[src/rtl/video_pkg.sv]
// Shared definitions for the LCD panel path: default widths, the CPU-port
// FSM state type and the framebuffer size helper.
package video_pkg;

  localparam int unsigned DataWidthDef = 16;
  localparam int unsigned AddrWidthDef = 17;

  typedef enum logic [1:0] {
    CPU_IDLE,
    CPU_RD_WAIT1,
    CPU_RD_WAIT2
  } cpu_state_e;

  function automatic int unsigned FbWords(input int unsigned h_res, input int unsigned v_res);
    return h_res * v_res;
  endfunction

endpackage

[src/rtl/video_sync_delay.sv]
// Parameterised N-stage delay line for de/hsync/vsync style control bits.
module video_sync_delay #(
  parameter int unsigned Stages = 3,
  parameter int unsigned Width  = 3
) (
  input  logic             i_clk,
  input  logic             i_rst,
  input  logic [Width-1:0] i_d,
  output logic [Width-1:0] o_q
);

  logic [Stages-1:0][Width-1:0] r_pipe;

  // Shift register; reset clears every stage.
  always_ff @(posedge i_clk) begin
    if (i_rst) begin
      r_pipe <= '0;
    end else begin
      r_pipe[0] <= i_d;
      for (int unsigned i = 1; i < Stages; i++) begin
        r_pipe[i] <= r_pipe[i-1];
      end
    end
  end

  assign o_q = r_pipe[Stages-1];

endmodule

[src/rtl/fb_scanout_arbiter.sv]
// Single-port framebuffer arbiter: scanout owns the RAM during active pixels,
// the CPU port is served only in blanking slots. Pixel data and syncs leave
// aligned to the one-cycle RAM read latency (3 cycles behind sx/sy).
module fb_scanout_arbiter
  import video_pkg::*;
#(
  parameter int unsigned HRes      = 480,
  parameter int unsigned VRes      = 272,
  parameter int unsigned AddrWidth = AddrWidthDef,
  parameter int unsigned DataWidth = DataWidthDef
) (
  input  logic                 clk,
  input  logic                 rst,
  input  logic [9:0]           sx,
  input  logic [9:0]           sy,
  input  logic                 hsync_in,
  input  logic                 vsync_in,
  output logic [AddrWidth-1:0] mem_addr,
  output logic                 mem_we,
  output logic [DataWidth-1:0] mem_wdata,
  input  logic [DataWidth-1:0] mem_rdata,
  input  logic                 cpu_req,
  input  logic                 cpu_we,
  input  logic [AddrWidth-1:0] cpu_addr,
  input  logic [DataWidth-1:0] cpu_wdata,
  output logic                 cpu_ack,
  output logic [DataWidth-1:0] cpu_rdata,
  output logic                 cpu_rvalid,
  output logic [DataWidth-1:0] pix,
  output logic                 de,
  output logic                 hsync_out,
  output logic                 vsync_out
);

  localparam logic [9:0]           HResPos = 10'(HRes);
  localparam logic [9:0]           VResPos = 10'(VRes);
  localparam logic [AddrWidth-1:0] FbLimit = AddrWidth'(FbWords(HRes, VRes));

  logic [AddrWidth-1:0] r_mem_addr;
  logic                 r_mem_we;
  logic [DataWidth-1:0] r_mem_wdata;
  logic [AddrWidth-1:0] r_disp_cnt;
  logic                 r_cpu_ack;
  logic [DataWidth-1:0] r_cpu_rdata;
  logic                 r_cpu_rvalid;
  logic                 r_rd_oob;
  logic [DataWidth-1:0] r_pix;
  logic                 r_de;
  logic                 r_hsync;
  logic                 r_vsync;
  cpu_state_e           r_state;
  cpu_state_e           w_state_next;

  logic                 w_active;
  logic                 w_origin;
  logic                 w_grant;
  logic                 w_cpu_in_range;
  logic [2:0]           w_sync_d2;

  assign w_active       = (sx < HResPos) && (sy < VResPos);
  assign w_origin       = (sx == '0) && (sy == '0);
  // Grant and RAM slot share the same sampled w_active, so they cannot collide.
  assign w_grant        = (r_state == CPU_IDLE) && !w_active && cpu_req;
  assign w_cpu_in_range = cpu_addr < FbLimit;

  // CPU FSM state register.
  always_ff @(posedge clk) begin
    if (rst) r_state <= CPU_IDLE;
    else     r_state <= w_state_next;
  end

  // CPU FSM next state: a granted read occupies two wait cycles.
  always_comb begin
    w_state_next = r_state;
    unique case (r_state)
      CPU_IDLE:     if (w_grant && !cpu_we) w_state_next = CPU_RD_WAIT1;
      CPU_RD_WAIT1: w_state_next = CPU_RD_WAIT2;
      CPU_RD_WAIT2: w_state_next = CPU_IDLE;
      default:      w_state_next = CPU_IDLE;
    endcase
  end

  // RAM port: scanout address during active pixels, CPU slot otherwise.
  always_ff @(posedge clk) begin
    if (rst) begin
      r_mem_addr  <= '0;
      r_mem_we    <= 1'b0;
      r_mem_wdata <= '0;
      r_disp_cnt  <= '0;
      r_cpu_ack   <= 1'b0;
    end else begin
      r_mem_we  <= 1'b0;
      r_cpu_ack <= 1'b0;
      if (w_active) begin
        if (w_origin) begin
          r_mem_addr <= '0;
          r_disp_cnt <= AddrWidth'(1);
        end else begin
          r_mem_addr <= r_disp_cnt;
          r_disp_cnt <= r_disp_cnt + AddrWidth'(1);
        end
      end else if (w_grant) begin
        r_mem_addr  <= cpu_addr;
        r_mem_we    <= cpu_we && w_cpu_in_range;
        r_mem_wdata <= cpu_wdata;
        r_cpu_ack   <= 1'b1;
      end
    end
  end

  // CPU read return: remember out-of-range at grant, capture in RD_WAIT2.
  always_ff @(posedge clk) begin
    if (rst) begin
      r_cpu_rdata  <= '0;
      r_cpu_rvalid <= 1'b0;
      r_rd_oob     <= 1'b0;
    end else begin
      r_cpu_rvalid <= 1'b0;
      if (w_grant && !cpu_we) r_rd_oob <= !w_cpu_in_range;
      if (r_state == CPU_RD_WAIT2) begin
        r_cpu_rdata  <= r_rd_oob ? '0 : mem_rdata;
        r_cpu_rvalid <= 1'b1;
      end
    end
  end

  // Two delay stages here plus the output register below make the 3-cycle lag;
  // pix needs de one stage early to gate the RAM data.
  video_sync_delay #(
    .Stages(2),
    .Width (3)
  ) u_sync_dly (
    .i_clk(clk),
    .i_rst(rst),
    .i_d  ({w_active, hsync_in, vsync_in}),
    .o_q  (w_sync_d2)
  );

  // Panel output register: pix forced to zero outside data-enable.
  always_ff @(posedge clk) begin
    if (rst) begin
      r_pix   <= '0;
      r_de    <= 1'b0;
      r_hsync <= 1'b0;
      r_vsync <= 1'b0;
    end else begin
      r_pix   <= w_sync_d2[2] ? mem_rdata : '0;
      r_de    <= w_sync_d2[2];
      r_hsync <= w_sync_d2[1];
      r_vsync <= w_sync_d2[0];
    end
  end

  assign mem_addr   = r_mem_addr;
  assign mem_we     = r_mem_we;
  assign mem_wdata  = r_mem_wdata;
  assign cpu_ack    = r_cpu_ack;
  assign cpu_rdata  = r_cpu_rdata;
  assign cpu_rvalid = r_cpu_rvalid;
  assign pix        = r_pix;
  assign de         = r_de;
  assign hsync_out  = r_hsync;
  assign vsync_out  = r_vsync;

endmodule

[config.mk]
export PLATFORM = sky130hd
export DESIGN_NAME = fb_scanout_arbiter
export DESIGN_NICKNAME = d
export VERILOG_FILES = /design/src/rtl/video_pkg.sv /design/src/rtl/video_sync_delay.sv /design/src/rtl/fb_scanout_arbiter.sv
export SDC_FILE = /design/constraint.sdc
export NUM_CORES = 1
export LEC_CHECK = 0
export CAP_MARGIN = 20
export CORE_MARGIN = 5
export CORE_UTILIZATION = 30
export DETAILED_ROUTE_END_ITERATION = 8
export GPL_TIMING_DRIVEN = 0
export PLACE_DENSITY_LB_ADDON = 0.05
export SYNTH_ARGS = -nofsm -noshare
export SYNTH_HDL_FRONTEND = slang
export SYNTH_SLANG_ARGS = --single-unit
[constraint.sdc]
create_clock -name clk -period 2.2 [get_ports clk]
set_input_delay 0.33 -clock clk [delete_from_list [all_inputs] [get_ports clk]]
set_output_delay 0.33 -clock clk [all_outputs]
set_load 0.01 [all_outputs]
# == After elaboration in Yosys (flattened, before gate mapping) ==
# Cells that the tools add are included.
# classes
n_bitwise,3
magnitude_cmp,3
n_eq_ne,3
addsub,1
muxes,9
reduce_logical,17
# ops
op,n
2-to-1 mux 17 bit,4
logical NOT 10 bit,2
< comparator 10 x 9 -> 1 bit (second input constant),2
adder 17 x 1 -> 17 bit (second input constant),1
< comparator 17 bit (second input constant),1
2-to-1 mux 16 bit,1
logical AND 1 bit,6
case mux 2 bit (2 select lines),1
OR reduction 2 bit,2
logical NOT 1 bit,3
inverter 1 bit,3
OR reduction 3 bit,1
== test 2 x 1 -> 1 bit (second input constant),1
== test 2 bit (second input constant),1
logical NOT 2 bit,1
2-to-1 mux 1 bit,2
2-to-1 mux 2 bit,1
inequality test 2 x 1 -> 1 bit (second input constant),1
AND reduction 2 bit,1
nonzero test 2 bit,1
# totals
input_bits,75
word_cells,51
register_bits,97

# == Longest topological paths before layout ==
# logic_depth
depth_word,8
depth_mapped,6
mapped_depth_nobuf,5

# == Modules after synthesis ==
# From an unflattened synthesis, not the netlist that was laid out.
# hier_totals
cells_unflattened,354
area_unflattened_um2,3619.7
# modules_own_cells
mod,cells_each,area_each_um2,n_inst
fb_scanout_arbiter,339,3439.5,1
video_sync_delay,15,180.2,1

# == Least setup slack after synthesis ==
# No wires, ideal clock.
# synth_timing
kind,input to register
from,input port sy[5]
to,register r_disp_cnt[14]
arrival_time_ps,1790
path_slack_ps,344
required_ps,2134
stages,5
path_cell_list,o41ai_4 nand4_2 buf_6 or4_4 a21oi_2
# synth_via
elab_chain_cells,3
word_cells_on_any_way,5
# synth_lines
element,line_no,source
from (decl),fb_scanout_arbiter.sv:15,"input logic [9:0] sy,"
branches (longest 3 deep; another with < comparator 10 x 9 -> 1 bit),n/a,
to (signal assigned),fb_scanout_arbiter.sv:97,r_disp_cnt <= AddrWidth'(1);
to (signal assigned),fb_scanout_arbiter.sv:100,r_disp_cnt <= r_disp_cnt + AddrWidth'(1);
to (decl),fb_scanout_arbiter.sv:42,logic [AddrWidth-1:0] r_disp_cnt;
# Several ways; the timed one is not identified.
# A chain may end at the register's enable or synchronous reset.

# == Final worst setup path ==
# layout_timing
from,input port sy[5]
to,"register r_mem_addr[5], in the netlist mem_addr[5]"
# layout_via
elab_chain_cells,6
word_cells_on_any_way,10
# layout_lines
element,line_no,source
< comparator 10 x 9 -> 1 bit,fb_scanout_arbiter.sv:60,assign w_active = (sx < HResPos) && (sy < VResPos);
logical AND 1 bit,fb_scanout_arbiter.sv:60,
logical NOT 1 bit,fb_scanout_arbiter.sv:63,assign w_grant = (r_state == CPU_IDLE) && !w_active && cpu_req;
logical AND 1 bit (2 in a row),fb_scanout_arbiter.sv:63,
nonzero test 2 bit (no line),n/a,
to (signal assigned),fb_scanout_arbiter.sv:99,r_mem_addr <= r_disp_cnt;
to (signal assigned),fb_scanout_arbiter.sv:103,r_mem_addr <= cpu_addr;
to (decl),fb_scanout_arbiter.sv:39,logic [AddrWidth-1:0] r_mem_addr;
# Several ways; a longest one is shown, not always the timed one.

==> results by stage <==
Die:
- The die outline height is 120.5 µm.
- The I/O pin count is 146.
- The floorplan step defined a die boundary enclosing 14510 µm².
- The initial cell density of the core is 30.60%.
- The number of rows in the core area is 40.
- The horizontal die dimension is 120.5 µm.
- The area of the core is 11960 µm².

Clocking:
- The CTS tree is built.
- The number of clock sinks seen by CTS is 97.
- The latest clock arrival within the worst-skew pair is 0.34 ns.
- The number of buffers between clock root and the deepest sink is 2.
- The post-cts hold buffer count is 0.
- The total clock buffers created by CTS is 9.
- The root buffer cell is sky130_fd_sc_hd__clkbuf_16.
- The clock tree synthesis step divided the H-tree into 3 levels.
- After clock tree synthesis, the clock-pin slew on the worst setup and hold paths is 0.07 ns.

Synthesis:
- The number of synthesis warnings is 0.
- sky130_fd_sc_hd__dfxtp_1 is the most common cell in the netlist.
- Sequential cells were found to cover 53.06% of the synthesized design area.
- Yosys attributes the largest share of cell area to sky130_fd_sc_hd__dfxtp_1, sky130_fd_sc_hd__mux2i_1, sky130_fd_sc_hd__a22o_1.
- Synthesis produced a netlist with a net count of 434.
- The post-synth design cell area is 3660 µm².
- Sorting the synthesized cells by how often they occur yields sky130_fd_sc_hd__dfxtp_1, sky130_fd_sc_hd__nor2_1, sky130_fd_sc_hd__mux2i_1.
- The cell taking the most area after synthesis is sky130_fd_sc_hd__dfxtp_1.
- The synthesized instance count is 358.
- The number of distinct library cells after synthesis is 46.
- Among all flip-flop cells after synthesis, the most frequent one is sky130_fd_sc_hd__dfxtp_1.
- Counting flops and latches in the post-synthesis netlist gives 97.
- The async set-or-reset flop fraction in the synthesized netlist is 0%.
- The number of synthesized flops with an enable pin is 0.
- The share of the synthesized area in the top cell type is 53.06%.
- Averaged over all synthesized cells, the footprint is 10.22 µm².

Drt:
- In the routed design, unresolved DRC markers number 0.
- After detailed routing, the average wire length per cell comes to 15.83 µm.
- The sum of routed wire length over all layers is 10620 µm.
- The remaining antenna violation count after routing is 0.
- The via count of the routed design is 3227.
- After detailed routing, the number of vias per cell comes to 4.809.
- The detailed router finished its first iteration with 155 violations.
- For this run, the detailed router's first-pass iteration total came to 4.

Placed design:
- The estimated wirelength of the detail-placed design is 8148 µm.
- Including well taps, the total number of placed cells is 649.
- The number of buffer cells added on primary ports is 144.
- The routability congestion estimate is 0.8171.

Hold path:
- The path class of the tightest hold or removal check is flip-flop to flip-flop.

Layout:
- The post-route netlist has 9.351% of its cells at a drive strength greater than 1.
- The number of fill cells is 1176.
- Once layout is complete, the utilization of the core stands at 47.03%.
- The number of antenna diodes in the final layout is 0.
- The growth of design area from synthesis to finish is 53.71%.
- The final layout contains 595 nets.
- The number of cells in the finished layout apart from fillers is 671.

STA:
- The setup-violating endpoint count in the final report is 0.
- The relative max-transition margin is 59.73%.
- The number of hold violations in the final report is 0.
- The worst-case hold slack is 0.4447 ns.
- The worst path uses 96.71% of the clock period.
- The post-route minimum period is 2.128 ns.
- The clock skew is 0.006296 ns.
- The max-slew violation total from the final report is 0.
- At the pin with the least slew margin, the transition time is 0.6040 ns.
- Setup repair after global routing left no endpoint under its margin.
- For this run, the top clock speed supported by timing is 0.4700 GHz.

Worst setup path:
- In this run the register-to-register setup slack is 0.26 ns.
- In this run the critical register-to-register path is launched from r_state[1].
- The timing endpoint of the critical path is mem_addr[5].
- The worst path arrival time is 2.33 ns.
- The worst setup path is launched from a primary input.
- The worst-case reg-to-reg path depth is 5.
- The worst setup path is captured at a flip-flop.
- The largest fanout on the critical path is 10.
- At the worst endpoint, the required time is 2.40 ns.
- The reg-to-reg endpoint is mem_wdata[12].
- The start-to-end type of the worst setup path is primary input to flip-flop.
- Tracing the worst setup path back leads to its startpoint at sy[5].

Pwr:
- Dividing total power by cell area gives a power density of 674.1 nW/µm².
- Summed over all cells, the static leakage comes to 2.074 nW.
- The cell-internal power is 2.881 mW.
- The proportion of power drawn by combinational gates is 13.0%.
- The peak ir drop on the vdd network is 0.0003235 V.
- In this run the power spent charging and discharging nets is 0.9110 mW.
- The share of total power in sequential cells is 48.6%.
- Net switching is 24.02% of the power.
- Per report_power, the clock group accounts for 38.4% of the total.

GRT:
- The number of global-route vias before repair came to 3219.
- For this run the aggregate overflow at the end of global routing stands at 0.
- The first-pass GRT wire length is 16640 µm.
- Entering global routing, the biggest net connects 17 pins.
- For this run, the total global-route usage over all layers was measured as 14.59%.
- The initial antenna violation count is 0.

Flow run:
- The tool flagged a number of max-cap violations equal to 0.

Outcome:
- The run finished with clean final reports.
[per-stage QoR]
| step | setup TNS (ns) | power (mW) | worst slack, ns | area [µm²] |
|---|---|---|---|---|
| 3_5_place_dp | -17.13 | 2.372 | -0.4852 | 5285 |
| 6_report | 0 | 3.792 | 0.07238 | 5625 |
| 5_1_grt | 0 | 3.949 | 0.005526 | 5625 |
| 4_1_cts | -0.1395 | 3.843 | -0.02917 | 5570 |
| 3_3_place_gp | -16.45 | 2.368 | -0.4687 | 5285 |
| 2_1_floorplan | 0 | 2.073 | 0.3441 | 3660 |
[timing repair]
item                                    CTS  global route
pin swaps                                 0             3
gates resized for setup                   3             3
setup buffers                             0             6
endpoints found under the setup margin   30            36
[critical path, stage by stage]
cell and delay (ns):
sky130_fd_sc_hd__clkdlybuf4s50_1 0.45, sky130_fd_sc_hd__or4_2 0.68, sky130_fd_sc_hd__clkbuf_1 0.28, sky130_fd_sc_hd__o21bai_4 0.30, sky130_fd_sc_hd__buf_4 0.23, sky130_fd_sc_hd__a211oi_1 0.06
[sequential cells by signal, indices dropped and copies added, names as in the netlist, 2 cells and up]
signal and flops:
r_disp_cnt 17, mem_addr 17, r_state 2, pix 16, cpu_rdata 16, mem_wdata 16, u_sync_dly.r_pipe 3, u_sync_dly.o_q 3
[layer usage]
metal	up-vias	part of all wire [%]	GRT usage, %
li1	1624	-	-
met1	1487	44	17.62
met2	99	49	24.90
met3	17	5.5	2.947
met4	0	2.2	6.728
met5	-	0	0
[power groups by stage]
stage | clock [mW] | sequential (mW) | combinational [mW]
after global routing | 1.57 | 1.85 | 0.534
after CTS | 1.51 | 1.84 | 0.493
final | 1.46 | 1.84 | 0.493
after global placement | 0 | 1.88 | 0.486
after detailed placement | 0 | 1.88 | 0.489
after floorplan | 0 | 1.91 | 0.166
[placed cells by master, fill, tap and decap left out, types with 5 or more instances in the layout]
cell type                         Yosys  routed
sky130_fd_sc_hd__o211ai_1             8       8
sky130_fd_sc_hd__nand2_1             17      17
sky130_fd_sc_hd__clkdlybuf4s50_1      0     144
sky130_fd_sc_hd__o21ai_0              9       9
sky130_fd_sc_hd__mux2i_1             25      25
sky130_fd_sc_hd__or4_1                5       5
sky130_fd_sc_hd__a211oi_1             8       8
sky130_fd_sc_hd__buf_4                1       9
sky130_fd_sc_hd__dfxtp_1             97      97
sky130_fd_sc_hd__clkbuf_16            0       9
sky130_fd_sc_hd__nand4_1             11      11
sky130_fd_sc_hd__nor2_1              32      32
sky130_fd_sc_hd__or3_1                5       5
sky130_fd_sc_hd__a22o_1              16      16
sky130_fd_sc_hd__a21oi_1             22      22
sky130_fd_sc_hd__and2_1              18      18
sky130_fd_sc_hd__nand3_1              5       5
sky130_fd_sc_hd__nor2b_1              9       9
sky130_fd_sc_hd__clkbuf_1            15      15
sky130_fd_sc_hd__mux2_2               8       8
[logic make-up after synthesis]
logic type      count (synthesis)  synth area share [%]
simple gates                  127                 19.25
flops                          97                 53.06
compound gates                 72                 14.05
mux                            33                 9.299
buf+inv                        23                 2.803
xor+xnor                        5                 1.197
fa+ha+maj                       1                0.3418
[worst min path at each step]
stage	startpoint	endpoint	slack, ns	depth (start not counted)
floorplan	cpu_we	r_state[0]	0.41	1
global placement	u_sync_dly.r_pipe[1]	u_sync_dly.o_q[1]	0.42	1
detailed placement	u_sync_dly.o_q[0]	vsync_out	0.44	1
CTS	rst	cpu_rvalid	0.45	2
global route	u_sync_dly.o_q[0]	vsync_out	0.46	1
finish	u_sync_dly.o_q[0]	vsync_out	0.44	1
[final cells by class]
| cell class | count | area [µm²] | share of cell area (%) |
|---|---|---|---|
| inverter | 2 | 7.507 | 0.1335 |
| buffer | 21 | 101.3 | 1.802 |
| sequential | 97 | 1942 | 34.52 |
| timing repair buffer | 150 | 1486 | 26.42 |
| clock buffer | 10 | 229.0 | 4.070 |
| multi-input combinational | 238 | 1632 | 29.00 |
| tap | 147 | 183.9 | 3.270 |
| clock inverter | 6 | 43.79 | 0.7785 |
Note: power is estimated with default switching activity, not from simulation.
